===== src/rtl/uart_pkg.sv =====
// UART shared definitions: receiver FSM state encodings and bit-period arithmetic.
// Latency: none (types and constant functions only).
// Backpressure: not applicable.
package uart_pkg;

    typedef enum logic [2:0] {
        IDLE  = 3'd0,
        START = 3'd1,
        DATA  = 3'd2,
        STOP  = 3'd3
    } uart_state_t;

    // Clock cycles per serial bit; the transmitter uses the same divide so both ends agree.
    function automatic int calc_clks_per_bit(input int clk_freq, input int baud_rate);
        return clk_freq / baud_rate;
    endfunction

endpackage


===== src/rtl/uart_rx_sync.sv =====
// Two-flop synchronizer bringing the asynchronous RX pin into the clk domain.
// Latency: 2 clk cycles from pin to dout.
// Backpressure: none; flops reset to 1 so a reset never looks like a start edge.
module uart_rx_sync (
    input  logic clk,
    input  logic rst_n,
    input  logic din,
    output logic dout
);

    logic meta;

    // Shift the raw pin through two flops to settle metastability.
    always_ff @(posedge clk or negedge rst_n) begin
        if (!rst_n) begin
            meta <= 1'b1;
            dout <= 1'b1;
        end else begin
            meta <= din;
            dout <= meta;
        end
    end

endmodule


===== src/rtl/uart_rx.sv =====
// 8N1 UART receiver with one-byte holding register, framing-error and overrun pulses.
// Latency: rx_valid rises the cycle after the mid-stop-bit sample (+1 cycle with UART_RX_MAJORITY_EN).
// Backpressure: rx_ready only drains the holding register; an unconsumed byte is overwritten (rx_overrun).
module uart_rx
    import uart_pkg::*;
#(
    parameter int CLK_FREQ  = 27_000_000,
    parameter int BAUD_RATE = 115200
) (
    input  logic       clk,
    input  logic       rst_n,
    input  logic       rx_pin,
    input  logic       rx_ready,
    output logic [7:0] rx_data,
    output logic       rx_valid,
    output logic       rx_frame_err,
    output logic       rx_overrun,
    output logic       rx_busy
);

    localparam int CLKS_PER_BIT = calc_clks_per_bit(CLK_FREQ, BAUD_RATE);
    localparam int HALF_BIT     = CLKS_PER_BIT / 2;

    // With majority voting the decision lands one cycle after the nominal
    // sample point; reloading the counter with that lag keeps the bit period.
`ifdef UART_RX_MAJORITY_EN
    localparam int SAMPLE_LAG = 1;
`else
    localparam int SAMPLE_LAG = 0;
`endif

    localparam logic [15:0] START_TGT  = 16'(HALF_BIT - 1 + SAMPLE_LAG);
    localparam logic [15:0] BIT_TGT    = 16'(CLKS_PER_BIT - 1 + SAMPLE_LAG);
    localparam logic [15:0] CNT_RELOAD = 16'(SAMPLE_LAG);

    logic        line;
    logic        sample_bit;
    uart_state_t state, state_nxt;
    logic [15:0] cnt, cnt_nxt;
    logic [2:0]  idx, idx_nxt;
    logic [7:0]  shreg, shreg_nxt;
    logic [7:0]  data_nxt;
    logic        valid_nxt, err_nxt, ovr_nxt;

    uart_rx_sync u_sync (
        .clk   (clk),
        .rst_n (rst_n),
        .din   (rx_pin),
        .dout  (line)
    );

`ifdef UART_RX_MAJORITY_EN
    logic line_d1, line_d2;

    // Keep the two previous line values so target-1, target and target+1 can vote.
    always_ff @(posedge clk or negedge rst_n) begin
        if (!rst_n) begin
            line_d1 <= 1'b1;
            line_d2 <= 1'b1;
        end else begin
            line_d1 <= line;
            line_d2 <= line_d1;
        end
    end

    assign sample_bit = (line & line_d1) | (line & line_d2) | (line_d1 & line_d2);
`else
    assign sample_bit = line;
`endif

    assign rx_busy = (state != IDLE);

    // State and datapath registers; everything is computed in the next-state block.
    always_ff @(posedge clk or negedge rst_n) begin
        if (!rst_n) begin
            state        <= IDLE;
            cnt          <= '0;
            idx          <= '0;
            shreg        <= '0;
            rx_data      <= '0;
            rx_valid     <= 1'b0;
            rx_frame_err <= 1'b0;
            rx_overrun   <= 1'b0;
        end else begin
            state        <= state_nxt;
            cnt          <= cnt_nxt;
            idx          <= idx_nxt;
            shreg        <= shreg_nxt;
            rx_data      <= data_nxt;
            rx_valid     <= valid_nxt;
            rx_frame_err <= err_nxt;
            rx_overrun   <= ovr_nxt;
        end
    end

    // Next-state, bit sampling and output-register updates.
    always_comb begin
        state_nxt = state;
        cnt_nxt   = cnt;
        idx_nxt   = idx;
        shreg_nxt = shreg;
        data_nxt  = rx_data;
        valid_nxt = rx_valid;
        err_nxt   = 1'b0;
        ovr_nxt   = 1'b0;

        if (rx_valid && rx_ready) begin
            valid_nxt = 1'b0;
        end

        case (state)
            IDLE: begin
                cnt_nxt = '0;
                idx_nxt = '0;
                if (!line) begin
                    state_nxt = START;
                end
            end
            START: begin
                if (cnt == START_TGT) begin
                    if (!sample_bit) begin
                        cnt_nxt   = CNT_RELOAD;
                        state_nxt = DATA;
                    end else begin
                        // Start pulse shorter than half a bit: treat as noise.
                        cnt_nxt   = '0;
                        state_nxt = IDLE;
                    end
                end else begin
                    cnt_nxt = cnt + 16'd1;
                end
            end
            DATA: begin
                if (cnt == BIT_TGT) begin
                    shreg_nxt[idx] = sample_bit;
                    cnt_nxt        = CNT_RELOAD;
                    if (idx == 3'd7) begin
                        state_nxt = STOP;
                    end else begin
                        idx_nxt = idx + 3'd1;
                    end
                end else begin
                    cnt_nxt = cnt + 16'd1;
                end
            end
            STOP: begin
                if (cnt == BIT_TGT) begin
                    // Leave mid-stop-bit so the next start edge is caught promptly.
                    cnt_nxt   = '0;
                    state_nxt = IDLE;
                    if (sample_bit) begin
                        data_nxt  = shreg;
                        valid_nxt = 1'b1;
                        ovr_nxt   = rx_valid && !rx_ready;
                    end else begin
                        err_nxt = 1'b1;
                    end
                end else begin
                    cnt_nxt = cnt + 16'd1;
                end
            end
            default: begin
                cnt_nxt   = '0;
                idx_nxt   = '0;
                state_nxt = IDLE;
            end
        endcase
    end

endmodule

===== config.mk =====
export PLATFORM = sky130hd
export DESIGN_NAME = uart_rx
export DESIGN_NICKNAME = d
export VERILOG_FILES = /design/src/rtl/uart_pkg.sv /design/src/rtl/uart_rx_sync.sv /design/src/rtl/uart_rx.sv
export SDC_FILE = /design/constraint.sdc
export NUM_CORES = 1
export LEC_CHECK = 0
export ABC_CLOCK_PERIOD_IN_PS = 2080
export CAP_MARGIN = 10
export CORE_UTILIZATION = 56
export DETAILED_ROUTE_END_ITERATION = 8
export DONT_BUFFER_PORTS = 1
export PLACE_DENSITY = 0.71
export SLEW_MARGIN = 0
export SYNTH_ARGS = -nofsm -noshare
export SYNTH_HDL_FRONTEND = slang
export SYNTH_SLANG_ARGS = --single-unit
export TNS_END_PERCENT = 100

===== constraint.sdc =====
create_clock -name clk -period 2.08 [get_ports clk]
set_input_delay 0.312 -clock clk [delete_from_list [all_inputs] [get_ports clk]]
set_output_delay 0.312 -clock clk [all_outputs]
set_load 0.02 [all_outputs]

# Word level (Yosys, flattened, before mapping)
# Cells that the tools add are included.
[word_totals] regBits=43 output_inout_bits=12 word_cells=65
[op_classes] addsub=2 n_lt_le_gt_ge=2 eq_ne=12 muxes=26 n_bitwise=1 reduce_logical=12
[op_table] op="$mux W16" count=2
[op_table] op="$pmux W16 S2" count=1
[op_table] op="$mux W3" count=7
[op_table] op="$add A16 B1 Y16 const B" count=1
[op_table] op="$eq A16 B7 Y1 const B" count=1
[op_table] op="$eq A16 B8 Y1 const B" count=1
[op_table] op="$ne A2 B2 Y1 const B" count=6
[op_table] op="$pmux W3 S4" count=1
[op_table] op="$mux W1" count=11
[op_table] op="$bwmux W8" count=1
[op_table] op="$eq A3 B2 Y1 const B" count=2
[op_table] op="$pmux W3 S2" count=1
[op_table] op="$reduce_and A3 Y1" count=2
[op_table] op="$reduce_and A5 Y1" count=1
[op_table] op="$lt A3 B4 Y1 const B" count=1
[op_table] op="$reduce_or A2 Y1" count=2
[op_table] op="$add A3 B1 Y3 const B" count=1
[op_table] op="$demux W1 S3" count=1
[op_table] op="$eq A3 B1 Y1 const B" count=1
[op_table] op="$eq A3 B3 Y1 const B" count=1
[op_table] op="$ge A3 B1 Y1 const B" count=1
[op_table] op="$logic_and A1 B1 Y1" count=3
[op_table] op="$logic_not A3 Y1" count=1
[op_table] op="$reduce_bool A3 Y1" count=1
[op_table] op="4 further kinds" count=4

# Depth between registers and ports, before layout
# Gate-level depths: netlist (run 1).
[depth] ltp_word=5 depth_mapped=8

# Cells and area by module
# A second synthesis (run 1) with hierarchy kept.
[hier_totals] cells_unflattened=176 area_unflattened_um2=2024.4
[by_module_without_submodules] mod="uart_rx" instances=1 cells_each=174 area_each_um2=1971.9 seq_area_each_um2=1001.0
[by_module_without_submodules] mod="uart_rx_sync" instances=1 cells_each=2 area_each_um2=52.6 seq_area_each_um2=52.6

# Least setup slack after synthesis (run 1)
# Ideal clock, no wire load.
[synth_timing] path_type="register to register" from="reg cnt[10]" to="reg cnt[5]" arrival_ns=2.018 path_slack_ns=-0.056 path_stages_with_launch=7 synth_period_minus_slack_ns=2.136 cell_sequence="dfrtp_1 or4_4 or4_1 buf_2 a22oi_4 buf_6 nor2_1"
[synth_between] elab_chain_len=3
[synth_lines] item="start: declaration" line_no="uart_rx.sv:39" text="logic [15:0] cnt, cnt_nxt;"
[synth_lines] item="start signal: assignment" line_no="uart_rx.sv:86" text="cnt <= cnt_nxt;"
[synth_lines] item="$eq A16 B8 Y1 / $eq A16 B7 Y1 (equally long branches)" line_no="uart_rx.sv:134, uart_rx.sv:147, uart_rx.sv:120"
[synth_lines] item="$mux W16, on equally long branches" line_no="uart_rx.sv:134, uart_rx.sv:147, uart_rx.sv:120"
[synth_lines] item="$pmux W16 S2 *" line_no="uart_rx.sv:111" text="case (state)"
[synth_lines] item="named net cnt_nxt[5]" line_no="uart_rx.sv:39"
# Mark *: on every way through the listed nets, which the timed path passes. The rest lies on a longest branch.
# A chain may end at the register's enable or synchronous reset.

# Worst setup path after layout (run 1)
[layout_timing] from="reg cnt[1]" to="reg cnt[10]"
[layout_between] elab_chain_len=3
[layout_lines] item="$add A16 B1 Y16 (tied with other cells)" line_no="uart_rx.sv:130, uart_rx.sv:143, uart_rx.sv:159"
[layout_lines] item="$mux W16, on equally long branches" line_no="uart_rx.sv:134, uart_rx.sv:147, uart_rx.sv:120"
[layout_lines] item="$pmux W16 S2 *" line_no="uart_rx.sv:111"
[layout_lines] item="named net cnt_nxt[10]" line_no="uart_rx.sv:39"
# Marked as above.

==> metrics.yaml, run 1 <==
status: "finished with violations"
failed_checks: "negative setup slack"
drv_cap: 0
crit_path_top_delay_cell: "or4_4"
critPathCaptureType: "register"
clk_path_buf_depth: 2
rows: 21
synth_top_area_share_pct: 47.9
diodes: 0
via_per_inst: 6.09
nets: 225
synth_edf_count: 0
path_cells: "inv_2 > ha_1 > or3b_4 > or4_4 > a22oi_4 > buf_12 > nor2_1"
reg2regPathDepth: 7
worstPathRequired_ps: 2260
reg2reg_from: "cnt[1]"
final_hold_viol_count: 0
pwr-share-comb_pct: 1.6
antenna_found_initial: 0
grt_use_met1_pct: 30.4
drcViolationCount: 0
num_vias: 1601
grt-ovfl-total: 0
yosysMostFrequentCell: "dfrtp_1"
timing.rr.end: "cnt[10]"
cp-start-kind: "register"
rsz0062_at_grt: "yes"
leakage_uw: 0.00111
gp_congestion: 0.845
die_w_um: 63.1
fin_cells: 263
synth_cells: 188
worstMarginPinSlew_ps: 733
ys_async_sr_fraction_pct: 100
holdPathStages: 2
numCtsBuffers: 5
synth_cell_types: 39
synth_top_cell_by_area: "dfrtp_1"
fin_crit_sh_pct: 104
cts_tree: "yes"
power.switching_uw: 306
slew-limit-headroom_pct: 51.1
grt_pass1_wl_um: 7330
worst_slack_ps: -78.3
syn_area_per_cell_um2: 11.1
ys_top_cells_by_count: "dfrtp_1 (40), nor2_1 (18), mux2_2 (16)"
ir_worst_vdd_mv: 0.540
synthesis.nets: 197
design_area_um2: 2570
dpl_cell_area_um2: 2290
swShare_pct: 20.5
cp_slowest_stage_delay_ps: 570
drv_slew: 0
dp_hpwl_um: 2960
wl_um: 4470
cts.sinks: 42
min_period_ps: 2160
io_pins: 16
yosys_warnings: 0
clock_skew_ps: 7.79
power_density_nw_per_um2: 581
worstSetupPathType: "register to register"
path_max_fanout: 16
syn_area_um2: 2090
gr-usage-met3_pct: 6.16
grt_pass1_vias: 1596
clk_pin_slew_ps: 80
initialDrtViolationCount: 115
track_usage_pct: 24.6
min_to: "rx_overrun"
cp_data_arrival_time_ps: 2340
die_area_um2: 3980
drtAntennaViolNets: 0
syn_to_final_growth_pct: 22.9
min_from: "rx_ready"
fmax_ghz: 0.463
fin_setup_tns_ps: -1350
synth_seq_cells: 42
post_drt_wl_per_cell_um: 17.0
core_region_area_um2: 3440
dieHeight_um: 63.1
r2r_slack_ps: -80
clockPowerShare_pct: 43.1
seq_area_frac_synth_pct: 50.4
dp.cells: 249
root_buffer: "clkbuf_8"
met2_usage_pct: 39.4
layout-drive-gt1-share_pct: 32.3
post-route-util_pct: 74.6
grt-busiest-layer: "met2"
synthFlopType: "dfrtp_1"
p_int_uw: 1190
start_util_pct: 60.7
p_seq_share_pct: 55.3
final-setup-viol-count: 21
insertion_delay_ps: 300
totalPowerFinal_uw: 1490
netlist_top_cells_area: "dfrtp_1 (48%), mux2_2 (8.6%), nand3_1 (3.4%), nor2_1 (3.2%), ha_1 (3.0%)"
htree_num_levels: 2
hold_class: "input port to register"
drt-pass1-iter-count: 4
grt_max_degree: 43
io_buffer_count: 0
-- worst max-delay path, delay by kind of cell (launching register included) --
kind | cells | cell delay, ps
adder cells (fa/ha/maj) | 1 | 150
flip-flops | 1 | 410
AND/OR/NAND/NOR | 3 | 1000
AO/OA/AOI/OAI | 1 | 230
buffers and inverters | 2 | 250
-- registers in the layout, indices dropped and copies added, names as in the netlist --
| signal | count |
|---|---|
| cnt | 16 |
| rx_data | 8 |
| shreg | 8 |
| idx | 3 |
| state | 2 |
| rx_frame_err | 1 |
| rx_overrun | 1 |
| rx_valid | 1 |
| u_sync.dout | 1 |
| u_sync.meta | 1 |
-- metal layers --
layer | vias up | routed length, µm
met2 | 35 | 2180
met1 | 819 | 1990
met4 | 0 | 119
met5 | - | 0
met3 | 9 | 180
li1 | 738 | -
-- through the flow --
step / hold WS (ps) / worst slack [ps]
2_1_floorplan: 16.4 / -55.7
3_3_place_gp: 17.5 / -36.3
3_5_place_dp: 17.5 / -193
4_1_cts: 195 / -97.9
5_1_grt: 221 / -143
6_report: 212 / -78.3
-- power by group through the flow --
stage	Combinational (µW)	Sequential [µW]	Clock, µW
after floorplan	2.88	837	0
after global placement	0.891	840	0
after detailed placement	0.892	840	0
after CTS	24.8	824	656
after global routing	27.5	825	691
final	23.3	825	643
-- how the worst max path moves through the flow --
stage             from        to  slack (ps)  depth (start not counted)
3_5_place_dp    cnt[1]    idx[1]        -190                          7
3_3_place_gp   cnt[12]  state[1]         -40                          4
2_1_floorplan  cnt[10]    cnt[5]         -60                          6
6_report        cnt[1]   cnt[10]         -80                          7
5_1_grt         cnt[1]    idx[1]        -140                          7
4_1_cts         cnt[1]    idx[1]        -100                          7
-- cells in the final DEF (no fill, tap or decap), types with 5 or more instances in the layout --
| master | synthesis | layout |
|---|---|---|
| dfrtp_1 | 40 | 39 |
| buf_4 | 1 | 20 |
| nor2_1 | 18 | 18 |
| mux2_2 | 16 | 13 |
| nand3_1 | 14 | 11 |
| nand4_1 | 7 | 7 |
| xnor2_1 | 7 | 7 |
| nand2_1 | 7 | 7 |
| nor3_1 | 7 | 6 |
| o211ai_1 | 6 | 6 |
| xor2_1 | 5 | 5 |
| nand2b_1 | 5 | 5 |
| clkbuf_8 | 0 | 5 |
-- logic make-up (layout without fill, tap and decap cells) --
logic type | Yosys count | in the layout | share of synthesized area [%]
fa+ha+maj | 5 | 5 | 3.00
xor+xnor | 12 | 12 | 5.03
compound gates | 14 | 14 | 5.15
mux | 17 | 17 | 9.11
flops | 42 | 42 | 50.4
buf+inv | 13 | 41 | 2.94
simple gates | 85 | 86 | 24.3
-- timing repair --
| action | CTS | global route |
|---|---|---|
| gates cloned | 1 | 0 |
| buffers inserted | 1 | 1 |
| pin swaps | 4 | 4 |
| setup endpoints to repair | 37 | 38 |
| resized for setup | 5 | 16 |
| hold endpoints to repair | 43 | 0 |
| hold buffers | 3 | 0 |
-- final cells by class --
class | instances | area (µm²)
clock buffers | 6 | 72.6
clock inverters | 2 | 37.5
fillers | 215 | 876
inverters | 5 | 18.8
multi-input cells | 134 | 1070
flip-flops and latches | 42 | 1050
well taps | 46 | 57.6
repair buffers | 28 | 255
Power figures use the tool's default switching activity.
==> inputs of run 2 (changes only) <==
--- a/config.mk
+++ b/config.mk
@@ -7,10 +7,9 @@
 export LEC_CHECK = 0
 export ABC_CLOCK_PERIOD_IN_PS = 2080
 export CAP_MARGIN = 10
-export CORE_UTILIZATION = 56
+export CORE_UTILIZATION = 52
 export DETAILED_ROUTE_END_ITERATION = 8
-export DONT_BUFFER_PORTS = 1
-export PLACE_DENSITY = 0.71
+export PLACE_DENSITY = 0.72
 export SLEW_MARGIN = 0
 export SYNTH_ARGS = -nofsm -noshare
 export SYNTH_HDL_FRONTEND = slang
==> run 2 against run 1 <==
  * The flow finishes with violations (negative hold slack, negative setup slack)
  * Utilization fell by 2.9 points
  * Global-route usage fell by 0.18 points
  * Count of clock-buffer cells in the layout fell by 1
  * Combinational power rose by 3%
  * Design area rose by 4.5%
  * Wire length rose by 3.3%
  * First-iteration DRC count fell by 12%
  * Clock skew rose by 0.87 ps
==> metrics.yaml, run 2 (synthesis gave the netlist of run 1 again) <==
status: "finished with violations"
failed_checks: "negative hold slack, negative setup slack"
grt_pass1_vias: 1676
grt_pass1_wl_um: 7800
timing.rr.end: "rx_data[0]"
worstSetupPathType: "register to register"
rows: 22
die_w_um: 65.4
insertion_delay_ps: 310
htree_num_levels: 2
ir_worst_vdd_mv: 0.597
die_area_um2: 4270
crit_path_top_delay_cell: "or4bb_4"
drv_slew: 0
clk_pin_slew_ps: 90
fin_crit_sh_pct: 104
io_buffer_count: 15
path_depth: 9
cp-start-kind: "register"
antenna_found_initial: 0
io_pins: 16
final_cell_mix: "dfrtp_1 (39), buf_4 (26), nor2_1 (18)"
crit_start: "cnt[1]"
num_vias: 1620
start_util_pct: 55.8
crit_end: "rx_data[0]"
dpl_cell_area_um2: 2450
nets: 243
final_common_cell: "dfrtp_1"
fillers: 254
top_regs: "cnt x16, rx_data x8, shreg x8"
cts_tree: "yes"
cp_data_arrival_time_ps: 2360
clock_skew_ps: 8.66
leakage_uw: 0.00117
dp_hpwl_um: 3120
hold_buffers: 0
worst_slack_ps: -76.7
core_region_area_um2: 3740
top_register: "cnt"
final_hold_viol_count: 21
dieHeight_um: 65.4
grt_max_degree: 25
design_area_um2: 2680
min_period_ps: 2160
path_max_fanout: 4
fmax_ghz: 0.464
clk_path_buf_depth: 2
drt-pass1-iter-count: 4
drtAntennaViolNets: 0
r2r_slack_ps: -80
slew-limit-headroom_pct: 62.9
fin_setup_tns_ps: -818
reg2reg_from: "cnt[1]"
hold_slack_ps: -12.5
hold_class: "input port to async pin"
syn_to_final_growth_pct: 28.5
track_usage_pct: 24.4
cpMostUsedCell: "buf_6"
root_buffer: "clkbuf_8"
rsz0062_at_grt: "yes"
wl_um: 4620
diodes: 0
worstMarginPinSlew_ps: 557
via_per_inst: 5.72
final-setup-viol-count: 30
critPathTopFamily: "simple AND/OR/NAND/NOR gates"
crit_buf_inv: 4
worstPathRequired_ps: 2280
cts.sinks: 42
power_density_nw_per_um2: 523
gp_congestion: 0.859
largest_register_ffs: 16
cp_slowest_stage_delay_ps: 470
layout-drive-gt1-share_pct: 31.9
numCtsBuffers: 5
critPathCaptureType: "register"
path_cells: "inv_2 > ha_4 > or4bb_4 > buf_6 > nor4_4 > buf_4 > buf_6 > nand4_4 > mux2_4"
post_drt_wl_per_cell_um: 16.3
drcViolationCount: 0
grt-ovfl-total: 0
reg2regPathDepth: 9
initialDrtViolationCount: 101
drv_cap: 0
-- run 2: cell types whose count changed in the layout (fill, tap and decap cells not counted), moves of 2 or more --
cell             change
clkdlybuf4s50_1     +14
dlygate4sd3_1        -2
nand3_4              -2
buf_4                +6
-- run 2: what timing repair did --
action | 4_1_cts | 5_1_grt
setup endpoints to repair | 36 | 38
hold endpoints to repair | 0 | 0
cloned | 1 | 0
gates resized for setup | 11 | 7
buffers inserted | 4 | 2
pin swaps | 8 | 5
-- run 2: report_power, final --
part	internal, µW	leakage, µW	switching, µW
clock network	242	0.0000447	312
registers	819	0.000563	5.76
logic	7.40	0.000565	16.6
total	1070	0.00117	334
-- run 2: worst min path at each step --
stage | from | end | slack [ps] | cells after the start
global placement | rst_n | cnt[11] | 320 | 1
floorplan | rst_n | cnt[0] | 20 | 0
detailed placement | rst_n | cnt[9] | 340 | 1
CTS | rst_n | cnt[2] | 4 | 1
global route | rst_n | cnt[9] | 20 | 1
finish | rst_n | cnt[11] | -10 | 1
-- run 2: worst register-to-register path, stage by stage, from the launching register on --
cell	delay, ps
dfrtp_1	390
inv_2	80
ha_4	120
or4bb_4	470
buf_6	140
nor4_4	120
buf_4	180
buf_6	110
nand4_4	130
mux2_4	330
-- run 2: routing by layer --
layer / global-route usage, % / share of wire [%]
met5: 0 / 0
met4: 11.1 / 2.2
met1: 32.3 / 46
met2: 38.8 / 48
met3: 4.34 / 3.6
-- run 2: final cells by class --
cell class                      instances  area, µm²  area share, %
Sequential cell                        42       1050           39.3
Multi-Input combinational cell        134       1050           39.1
Timing Repair Buffer                   46        405           15.1
Clock inverter                          3       25.0          0.933
Tap cell                               48       60.1           2.24
Inverter                                5       18.8          0.700
Clock buffer                            5       68.8           2.57
-- run 2: stage by stage --
step / total power (µW) / hold WS, ps / utilization, % / instances / worst slack [ps]
3_5_place_dp: 865 / 337 / 65.5 / 268 / -109
3_3_place_gp: 864 / 321 / 65.5 / 268 / -37.4
2_1_floorplan: 840 / 16.4 / - / 188 / -55.7
6_report: 1400 / -12.5 / 71.7 / 283 / -76.7
5_1_grt: 1440 / 24.4 / 71.7 / 283 / -160
4_1_cts: 1410 / 3.54 / 70.5 / 281 / -88.3
==> inputs of run 3 (changes only) <==
--- a/config.mk
+++ b/config.mk
@@ -10,7 +10,7 @@
 export CORE_UTILIZATION = 52
 export DETAILED_ROUTE_END_ITERATION = 8
 export PLACE_DENSITY = 0.72
-export SLEW_MARGIN = 0
+export SLEW_MARGIN = 20
 export SYNTH_ARGS = -nofsm -noshare
 export SYNTH_HDL_FRONTEND = slang
 export SYNTH_SLANG_ARGS = --single-unit
==> results of run 3 <==
The final DEF is identical to that of run 2; final timing and power are the same.
